## src/rtl/rx_if.sv

```systemverilog
// Line-side bundle for the pulse-distance receiver.
// RX_ERR_COUNT_EN adds the err_count status field.
interface rx_if #(
  parameter int WIDTH = 8
);
  logic             signal_in;
  logic [WIDTH-1:0] data_out;
  logic             valid_out;
  logic             error_out;
  logic             busy;
`ifdef RX_ERR_COUNT_EN
  logic [7:0]       err_count;
`endif

  // Transmitter/environment side: drives the raw line, observes results.
  modport master (
    output signal_in,
`ifdef RX_ERR_COUNT_EN
    input  err_count,
`endif
    input  data_out, valid_out, error_out, busy
  );

  // Receiver side.
  modport slave (
    input  signal_in,
`ifdef RX_ERR_COUNT_EN
    output err_count,
`endif
    output data_out, valid_out, error_out, busy
  );
endinterface

```

## src/rtl/rx.sv

```systemverilog
// Pulse-distance serial receiver: sync burst/silence, WIDTH data bits
// MSB first (burst + short/long silence), stop burst.
// Optional macro RX_ERR_COUNT_EN adds a saturating rejected-frame counter.
module rx #(
  parameter int SBD   = 700,
  parameter int SSD   = 700,
  parameter int BBD   = 400,
  parameter int BSD0  = 200,
  parameter int BSD1  = 400,
  parameter int TOL   = 50,
  parameter int WIDTH = 8
) (
  input  logic clk_in,
  input  logic rst_in,
  rx_if.slave  bus
);
  localparam int BCW = $clog2(WIDTH + 1);

  localparam logic [15:0] SBD_LO  = 16'(SBD - TOL);
  localparam logic [15:0] SBD_HI  = 16'(SBD + TOL);
  localparam logic [15:0] SSD_LO  = 16'(SSD - TOL);
  localparam logic [15:0] SSD_HI  = 16'(SSD + TOL);
  localparam logic [15:0] BBD_LO  = 16'(BBD - TOL);
  localparam logic [15:0] BBD_HI  = 16'(BBD + TOL);
  localparam logic [15:0] BSD0_LO = 16'(BSD0 - TOL);
  localparam logic [15:0] BSD0_HI = 16'(BSD0 + TOL);
  localparam logic [15:0] BSD1_LO = 16'(BSD1 - TOL);
  localparam logic [15:0] BSD1_HI = 16'(BSD1 + TOL);

  typedef enum logic [2:0] {IDLE, SYNC_H, SYNC_L, BIT_H, BIT_L, STOP_H} state_t;

  state_t           state_q;
  logic             s1_q, s_q, sd_q;
  logic [15:0]      cnt_q;
  logic [WIDTH-1:0] sr_q;
  logic [WIDTH-1:0] data_q;
  logic [BCW-1:0]   bcnt_q;
  logic             valid_q, error_q;
  logic [1:0]       prime_q;
  logic             armed_q;
  logic             rise_w, fall_w;

  assign rise_w = s_q & ~sd_q;
  assign fall_w = ~s_q & sd_q;

  function automatic logic in_win(input logic [15:0] c, input logic [15:0] lo,
                                  input logic [15:0] hi);
    return (c >= lo) && (c <= hi);
  endfunction

  // Two-flop synchronizer plus one delayed copy for edge detection.
  always_ff @(posedge clk_in) begin
    if (rst_in) begin
      s1_q <= 1'b0;
      s_q  <= 1'b0;
      sd_q <= 1'b0;
    end else begin
      s1_q <= bus.signal_in;
      s_q  <= s1_q;
      sd_q <= s_q;
    end
  end

  // Saturating run-length counter; holds the finished run length on an edge cycle.
  always_ff @(posedge clk_in) begin
    if (rst_in) begin
      cnt_q <= 16'd0;
    end else if (s_q == sd_q) begin
      if (cnt_q != 16'hFFFF) cnt_q <= cnt_q + 16'd1;
    end else begin
      cnt_q <= 16'd1;
    end
  end

  // Arm only after a genuine low has been seen, so a line already high at
  // reset release does not look like a sync burst.
  always_ff @(posedge clk_in) begin
    if (rst_in) begin
      prime_q <= 2'd0;
      armed_q <= 1'b0;
    end else begin
      if (prime_q != 2'd2) prime_q <= prime_q + 2'd1;
      if (prime_q == 2'd2 && !s_q) armed_q <= 1'b1;
    end
  end

  // Frame decoder with registered result pulses.
  always_ff @(posedge clk_in) begin
    if (rst_in) begin
      state_q <= IDLE;
      sr_q    <= '0;
      data_q  <= '0;
      bcnt_q  <= '0;
      valid_q <= 1'b0;
      error_q <= 1'b0;
    end else begin
      valid_q <= 1'b0;
      error_q <= 1'b0;
      case (state_q)
        IDLE: begin
          if (rise_w && armed_q) state_q <= SYNC_H;
        end
        SYNC_H: begin
          // Anything not shaped like a sync burst is a glitch: drop quietly.
          if (fall_w) state_q <= in_win(cnt_q, SBD_LO, SBD_HI) ? SYNC_L : IDLE;
          else if (cnt_q > SBD_HI) state_q <= IDLE;
        end
        SYNC_L: begin
          if (rise_w) begin
            if (in_win(cnt_q, SSD_LO, SSD_HI)) begin
              state_q <= BIT_H;
              bcnt_q  <= '0;
            end else begin
              state_q <= IDLE;
              error_q <= 1'b1;
            end
          end else if (cnt_q > SSD_HI) begin
            state_q <= IDLE;
            error_q <= 1'b1;
          end
        end
        BIT_H: begin
          if (fall_w) begin
            if (in_win(cnt_q, BBD_LO, BBD_HI)) begin
              state_q <= BIT_L;
            end else begin
              state_q <= IDLE;
              error_q <= 1'b1;
            end
          end else if (cnt_q > BBD_HI) begin
            state_q <= IDLE;
            error_q <= 1'b1;
          end
        end
        BIT_L: begin
          if (rise_w) begin
            if (in_win(cnt_q, BSD0_LO, BSD0_HI) || in_win(cnt_q, BSD1_LO, BSD1_HI)) begin
              sr_q    <= {sr_q[WIDTH-2:0], in_win(cnt_q, BSD1_LO, BSD1_HI)};
              bcnt_q  <= bcnt_q + BCW'(1);
              state_q <= (bcnt_q == BCW'(WIDTH - 1)) ? STOP_H : BIT_H;
            end else begin
              state_q <= IDLE;
              error_q <= 1'b1;
            end
          end else if (cnt_q > BSD1_HI) begin
            state_q <= IDLE;
            error_q <= 1'b1;
          end
        end
        STOP_H: begin
          if (fall_w) begin
            state_q <= IDLE;
            if (in_win(cnt_q, BBD_LO, BBD_HI)) begin
              data_q  <= sr_q;
              valid_q <= 1'b1;
            end else begin
              error_q <= 1'b1;
            end
          end else if (cnt_q > BBD_HI) begin
            state_q <= IDLE;
            error_q <= 1'b1;
          end
        end
        default: state_q <= IDLE;
      endcase
    end
  end

`ifdef RX_ERR_COUNT_EN
  logic [7:0] errcnt_q;

  // Saturating count of rejected frames.
  always_ff @(posedge clk_in) begin
    if (rst_in) errcnt_q <= 8'd0;
    else if (error_q && errcnt_q != 8'hFF) errcnt_q <= errcnt_q + 8'd1;
  end

  assign bus.err_count = errcnt_q;
`endif

  assign bus.data_out  = data_q;
  assign bus.valid_out = valid_q;
  assign bus.error_out = error_q;
  assign bus.busy      = (state_q != IDLE) && (state_q != SYNC_H);
endmodule

```

## src/flat_wrapper.sv

```systemverilog
// flat-port wrapper written by rule: the top's interface ports become plain ports
module rx_flat 
#(
  parameter int SBD   = 700,
  parameter int SSD   = 700,
  parameter int BBD   = 400,
  parameter int BSD0  = 200,
  parameter int BSD1  = 400,
  parameter int TOL   = 50,
  parameter int WIDTH = 8
)
  (clk_in, rst_in, bus_signal_in, bus_data_out, bus_valid_out, bus_error_out, bus_busy);
  rx_if #(.WIDTH(WIDTH)) bus_i ();
  input  logic clk_in;
  input  logic rst_in;
  input wire logic [$bits(bus_i.signal_in)-1:0] bus_signal_in;
  output wire logic [$bits(bus_i.data_out)-1:0] bus_data_out;
  output wire logic [$bits(bus_i.valid_out)-1:0] bus_valid_out;
  output wire logic [$bits(bus_i.error_out)-1:0] bus_error_out;
  output wire logic [$bits(bus_i.busy)-1:0] bus_busy;
  assign bus_i.signal_in = bus_signal_in;
  assign bus_data_out = bus_i.data_out;
  assign bus_valid_out = bus_i.valid_out;
  assign bus_error_out = bus_i.error_out;
  assign bus_busy = bus_i.busy;
  rx #(.SBD(SBD), .SSD(SSD), .BBD(BBD), .BSD0(BSD0), .BSD1(BSD1), .TOL(TOL), .WIDTH(WIDTH)) u_core (.clk_in(clk_in), .rst_in(rst_in), .bus(bus_i));
endmodule
```

## config.mk

```make
export PLATFORM = sky130hd
export DESIGN_NAME = rx_flat
export DESIGN_NICKNAME = d
export VERILOG_FILES = /design/src/rtl/rx_if.sv /design/src/rtl/rx.sv /design/src/flat_wrapper.sv
export SDC_FILE = /design/constraint.sdc
export NUM_CORES = 1
export LEC_CHECK = 0
export CAP_MARGIN = 25
export CORE_ASPECT_RATIO = 0.5
export CORE_MARGIN = 2
export CORE_UTILIZATION = 64
export DETAILED_ROUTE_END_ITERATION = 8
export GPL_TIMING_DRIVEN = 0
export PLACE_DENSITY_LB_ADDON = 0.2
export RECOVER_POWER = 100
export SLEW_MARGIN = 40
export SYNTH_ARGS = -nofsm -noshare
export SYNTH_HDL_FRONTEND = slang
export SYNTH_SLANG_ARGS = --single-unit
```

## constraint.sdc

```tcl
create_clock -name clk_in -period 5.4 [get_ports clk_in]
set_clock_uncertainty 0.15 [all_clocks]
set_input_delay 0.54 -clock clk_in [delete_from_list [all_inputs] [get_ports clk_in]]
set_output_delay 0.54 -clock clk_in [all_outputs]
set_load 0.03 [all_outputs]
```

==> metrics.csv, run 1 <==
metric,value,unit
grt_setup_unrepaired,false,
p_per_area,227,nW/um^2
row_count,16,
crit_fanout,9,
whs_endpoint,u_core.s_q,
ys_types,59,
grt_first_pass_wirelength,9930,microns
insertion_delay,0.31,ns
die_area,4630,sq um
stdcell_area,2850,sq um
die_w,94.2,microns
synth_ff_type,dfxtp_1,
startpoint,u_core.cnt_q[14],
p_leak,1.04,nW
placed_area,2800,sq um
vias,2216,
min-delay-start,u_core.s1_q,
setup_viol_count_final,0,
cts_resized,0,
ys_top_cells_by_area,"dfxtp_1 36%, mux2i_1 7.7%, nor2_1 5.0%",
r2r-end,u_core.bcnt_q[1],
setup.worst_path.class,reg -> reg,
area_delta_synth_final,9.37,%
core,3900,sq um
dr.pass1.iters,5,
worst_setup_path_end_kind,register,
grt-busiest-layer,met2,
routed_via_density,5.97,
start_util,0.667,
required,5.49,ns
layout-drive-gt1-share,0.0757,
syn-cell-area,2600,sq um
cp_slowest_stage_delay,0.58,ns
final_core_util,0.729,
gp_congestion,0.891,
wl_per_cell,15.1,microns
nets,325,
clock_sinks,47,
min_path_cells,1,
synthesis.nets,306,
grt_pass1_vias,2127,
finalCritPeriodShare,0.639,
place.detailed.hpwl,3980,microns
arrival,3.54,ns
n_antenna_cell,0,
syn_area_per_cell,8.77,sq um
worstRegToRegCells,8,
die_height,49.1,microns
postCtsHoldBufs,0,
pin_count,14,
htreeDepth,2,
setup-tns-final,0,ns
max_freq,0.290,GHz
worst_slew_pin_slew,1.15,ns
synthArstFlopShare,0,
cts_tree,yes,
startpoint_type,register,
cts_setup_buffers,0,
synth_area_leader_cell,dfxtp_1,
ys_ff_latch,47,
post-route-drc-count,0,
rrSetupSlack,1.95,ns
slowest_stage,or4_1,
hold_violations,0,
syn_inst,297,
wirelength,5580,microns
track_usage,0.270,
use_met2,0.435,
first_iter_violations,117,
slew_headroom,0.234,
io_buffers,12,
maxCapViolCount,0,
grtUsageMet3,0.0680,
cts_root_buf,clkbuf_8,
ir_worst_vdd,0.156,mV
period_needed,3.45,ns
report.power.total,0.000647,W
cp_cell_sequence,"or4_1, or4_1, clkbuf_1, or4_1, clkbuf_1, a21oi_4, clkbuf_1, mux2i_1",
synth_top_area_share,0.361,
clk_pin_slew,0.10,ns
status,"complete, no violations",
cts_made_buffers,5,
r2r-start,u_core.cnt_q[14],
hold_class,reg -> reg,
grt_max_degree,16,
synth_edf_count,0,
antenna_found_initial,0,
yosysSeqAreaShare,0.361,
yosysWarnings,0,
gr-total-overflow,0,
slew_violations,0,
globalRouteMet1Util,0.364,
num-fill-cells,306,
ant_nets,0,
cts.path.max_buffers,2,
## worst max-delay path by stage
stage,slack (ns),depth (start not counted),endpoint
2_1_floorplan,2.70,8,u_core.bcnt_q[0]
3_3_place_gp,2.55,8,u_core.sr_q[5]
3_5_place_dp,2.52,8,u_core.bcnt_q[1]
4_1_cts,2.49,8,u_core.bcnt_q[1]
5_1_grt,1.75,8,u_core.sr_q[5]
6_report,1.95,8,u_core.bcnt_q[1]
## metal layers
metal / wire, microns / vias up
met2: 2530 / 68
met3: 315 / 15
li1: - / 1110
met4: 101 / 0
met5: 0 / -
met1: 2630 / 1023
## metrics by stage
stage	hold slack (ns)	setup WS (ns)	instances
after detailed placement	0.279	2.52	363
after global placement	0.268	2.55	363
after global routing	0.350	1.75	371
after floorplan	0.264	2.70	297
final	0.307	1.95	371
after CTS	0.313	2.49	371
## placed cells by master, fill, tap and decap left out, types with 2 or more instances in the layout
cell type      instances
ha_1                   6
and3_1                 3
or3b_1                 4
or4_1                  4
dlygate4sd3_1         11
o21ai_1                2
dfxtp_1               47
mux2i_1               20
nor3b_1                3
clkbuf_8               8
a21oi_1               16
nor2b_1                6
o21ai_0                4
nor4_1                 2
nor3_1                 6
xor2_1                 2
nand3_1               10
a211o_1                2
nand2b_1               6
clkbuf_1              18
nand3b_1               5
o211ai_1               4
nand2_1               18
nor2_1                35
a211oi_1               8
or2b_2                 9
xnor2_1                9
inv_1                  7
nand4_1                5
o2111ai_1              3
a31oi_1                4
a21boi_0               4
## final cells by class
cell class | instances | area (sq um) | share of cell area
Timing Repair Buffer | 12 | 120 | 0.0422
Multi-Input combinational cell | 223 | 1500 | 0.526
Inverter | 7 | 26.3 | 0.00923
Tap cell | 54 | 67.6 | 0.0237
Sequential cell | 47 | 941 | 0.330
Clock inverter | 2 | 16.3 | 0.00571
Buffer | 20 | 105 | 0.0369
Clock buffer | 6 | 72.6 | 0.0255
## critical path, delay by kind of cell, from the launching register on
| family | cells | cell delay [ns] |
|---|---|---|
| simple gates | 3 | 1.55 |
| buf+inv | 3 | 0.93 |
| flops | 1 | 0.35 |
| mux | 1 | 0.27 |
| compound gates | 1 | 0.15 |
## synth_stat cells (2+ instances only)
| master | instances |
|---|---|
| nand2b_1 | 6 |
| dfxtp_1 | 47 |
| clkbuf_8 | 3 |
| nand4_1 | 5 |
| ha_1 | 6 |
| a211o_1 | 2 |
| or2b_2 | 9 |
| xnor2_1 | 9 |
| xor2_1 | 2 |
| nor2_1 | 35 |
| buf_2 | 2 |
| nor3_1 | 6 |
| a211oi_1 | 8 |
| o21ai_0 | 4 |
| a21boi_1 | 2 |
| and3_1 | 3 |
| o211ai_1 | 4 |
| o21ai_1 | 2 |
| nand3_1 | 10 |
| clkbuf_1 | 11 |
| or4_1 | 3 |
| buf_4 | 2 |
| a31oi_1 | 4 |
| nor4_1 | 2 |
| nand3b_1 | 5 |
| or3b_1 | 4 |
| a21boi_0 | 3 |
| mux2i_1 | 20 |
| nor2b_1 | 6 |
| a21oi_1 | 16 |
| inv_1 | 7 |
| nor3b_1 | 3 |
| o2111ai_1 | 3 |
| nand2_1 | 18 |
## registers in the layout, indices dropped and copies added (netlist names)
signal,count
u_core.bcnt_q,4
u_core.sd_q,1
u_core.armed_q,1
u_core.prime_q,2
u_core.bus.data_out,8
u_core.sr_q,8
u_core.s1_q,1
u_core.bus.valid_out,1
u_core.cnt_q,16
u_core.state_q,3
u_core.bus.error_out,1
u_core.s_q,1
## cells by family after synthesis
group / after synthesis / synth area share
compound gates: 61 / 0.164
xor+xnor: 11 / 0.0370
fa+ha+maj: 6 / 0.0288
buf+inv: 27 / 0.0615
flops: 47 / 0.361
mux: 20 / 0.0769
simple gates: 125 / 0.270
## report_power, final
part / internal, W / switching (W)
Clock: 0.0000932 / 0.000127
Sequential: 0.000359 / 0.00000838
Combinational: 0.0000240 / 0.0000349
Total: 0.000476 / 0.000170
Note: power is estimated with default switching activity, not from simulation.
==> run 2, diff against run 1 <==
Settings changed: CORE_UTILIZATION 64 to 54.
Clock period 5.4 ns to 3 ns, I/O delays scaled along.
==> run 2 against run 1 <==
Net effect: sequential cell count did not move; combinational power up 73%; critical path type unchanged; final area is 3.2% higher.
==> metrics.csv, run 2 (same netlist as run 1, synthesis figures left out) <==
metric,value,unit
status,"complete, no violations",
die_w,102,microns
placed_cells,375,
track_usage,0.228,
postCtsHoldBufs,0,
worst_setup_path_end_kind,register,
gr-total-overflow,0,
setup.worst_path.class,reg -> reg,
cts_tree,yes,
setup-tns-final,0,ns
p_leak,1.07,nW
whs,0.298,ns
grt_pass1_vias,2028,
finalCritPeriodShare,0.977,
cts_root_buf,clkbuf_8,
gp_congestion,0.879,
pin_count,14,
clkPwrFrac,0.347,
insertion_delay,0.30,ns
arrival,3.01,ns
hold_violations,0,
core,4510,sq um
htreeDepth,2,
hold_class,reg -> reg,
maxCapViolCount,0,
antenna_found_initial,0,
ir_worst_vdd,0.311,mV
slew_violations,0,
wirelength,5710,microns
ant_nets,0,
max_freq,0.341,GHz
largest-register,u_core.cnt_q,
startpoint_type,register,
p_sw,0.000292,W
p_seq_frac,0.566,
first_iter_violations,138,
dr.pass1.iters,4,
nets,326,
clk_pin_slew,0.09,ns
crit_fanout,8,
area_delta_synth_final,12.9,%
cts_made_buffers,5,
wl_per_cell,14.9,microns
period_needed,2.93,ns
final_cell_mix,"44 x dfxtp_1, 35 x nor2_1, 20 x mux2i_1",
die_area,5430,sq um
num-fill-cells,409,
final_common_cell,dfxtp_1,
worst_slew_pin_slew,1.16,ns
slew_headroom,0.229,
row_count,17,
n_antenna_cell,0,
cts.path.max_buffers,2,
power.internal,0.000877,W
layout-drive-gt1-share,0.110,
setup_viol_count_final,0,
clock_sinks,47,
min_path_cells,1,
largest_reg_flops,16,
instances_no_fill,384,
grt_max_degree,16,
swShare,0.250,
placed_area,2810,sq um
post-route-drc-count,0,
io_buffers,12,
vias,2169,
start_util,0.577,
stdcell_area,2940,sq um
grt_setup_unrepaired,false,
p_comb_frac,0.087,
required,3.08,ns
final_core_util,0.652,
die_height,53.1,microns
routed_via_density,5.65,
grt_first_pass_wirelength,9530,microns
place.detailed.hpwl,4110,microns
p_per_area,398,nW/um^2
worstRegToRegCells,8,
run 2: final timing paths:
check / end / slack [ns] / from
setup / recovery: u_core.sr_q[3] / 0.07 / u_core.cnt_q[14]
hold / removal: u_core.s_q / 0.30 / u_core.s1_q
setup reg to reg: u_core.sr_q[3] / 0.07 / u_core.cnt_q[14]
hold reg to reg: u_core.s_q / 0.30 / u_core.s1_q
run 2: cell type report:
| cell class | instances | area, sq um | share of cell area |
|---|---|---|---|
| buffer | 20 | 131 | 0.0447 |
| clock buffer | 6 | 82.6 | 0.0281 |
| clock inverter | 2 | 16.3 | 0.00553 |
| inverter | 7 | 26.3 | 0.00894 |
| multi-input combinational | 223 | 1510 | 0.514 |
| sequential | 47 | 945 | 0.321 |
| tap | 66 | 82.6 | 0.0281 |
| timing repair buffer | 13 | 145 | 0.0494 |
run 2: what timing repair did:
action	in CTS	in global routing
gates resized for setup	0	8
endpoints found under the setup margin	0	9
setup buffers	0	0
run 2: worst max-delay path, stage by stage, from the launching register on:
cell	delay [ns]
dfxtp_2	0.35
or4_4	0.55
or4_4	0.43
buf_6	0.15
or4_4	0.53
buf_6	0.15
a21oi_4	0.20
clkbuf_16	0.18
mux2i_1	0.17
run 2: metrics by stage:
step,setup slack [ns],power (W)
4_1_cts,0.0502,0.00118
2_1_floorplan,0.297,0.000756
5_1_grt,0.0114,0.00122
3_5_place_dp,0.103,0.000780
3_3_place_gp,0.146,0.000775
6_report,0.0679,0.00117
run 2: power groups by stage:
| stage | sequential, W | clock [W] | combinational, W |
|---|---|---|---|
| floorplan | 0.000672 | 0 | 0.0000841 |
| global placement | 0.000674 | 0 | 0.000101 |
| detailed placement | 0.000676 | 0 | 0.000104 |
| CTS | 0.000662 | 0.000414 | 0.000105 |
| global route | 0.000665 | 0.000440 | 0.000118 |
| finish | 0.000662 | 0.000406 | 0.000102 |
run 2: routing by layer:
layer	part of all wire	GRT usage	vias to the layer above
li1	-	-	1106
met1	0.49	0.308	1015
met2	0.46	0.378	41
met3	0.036	0.0489	7
met4	0.0070	0.0511	0
met5	0	0	-
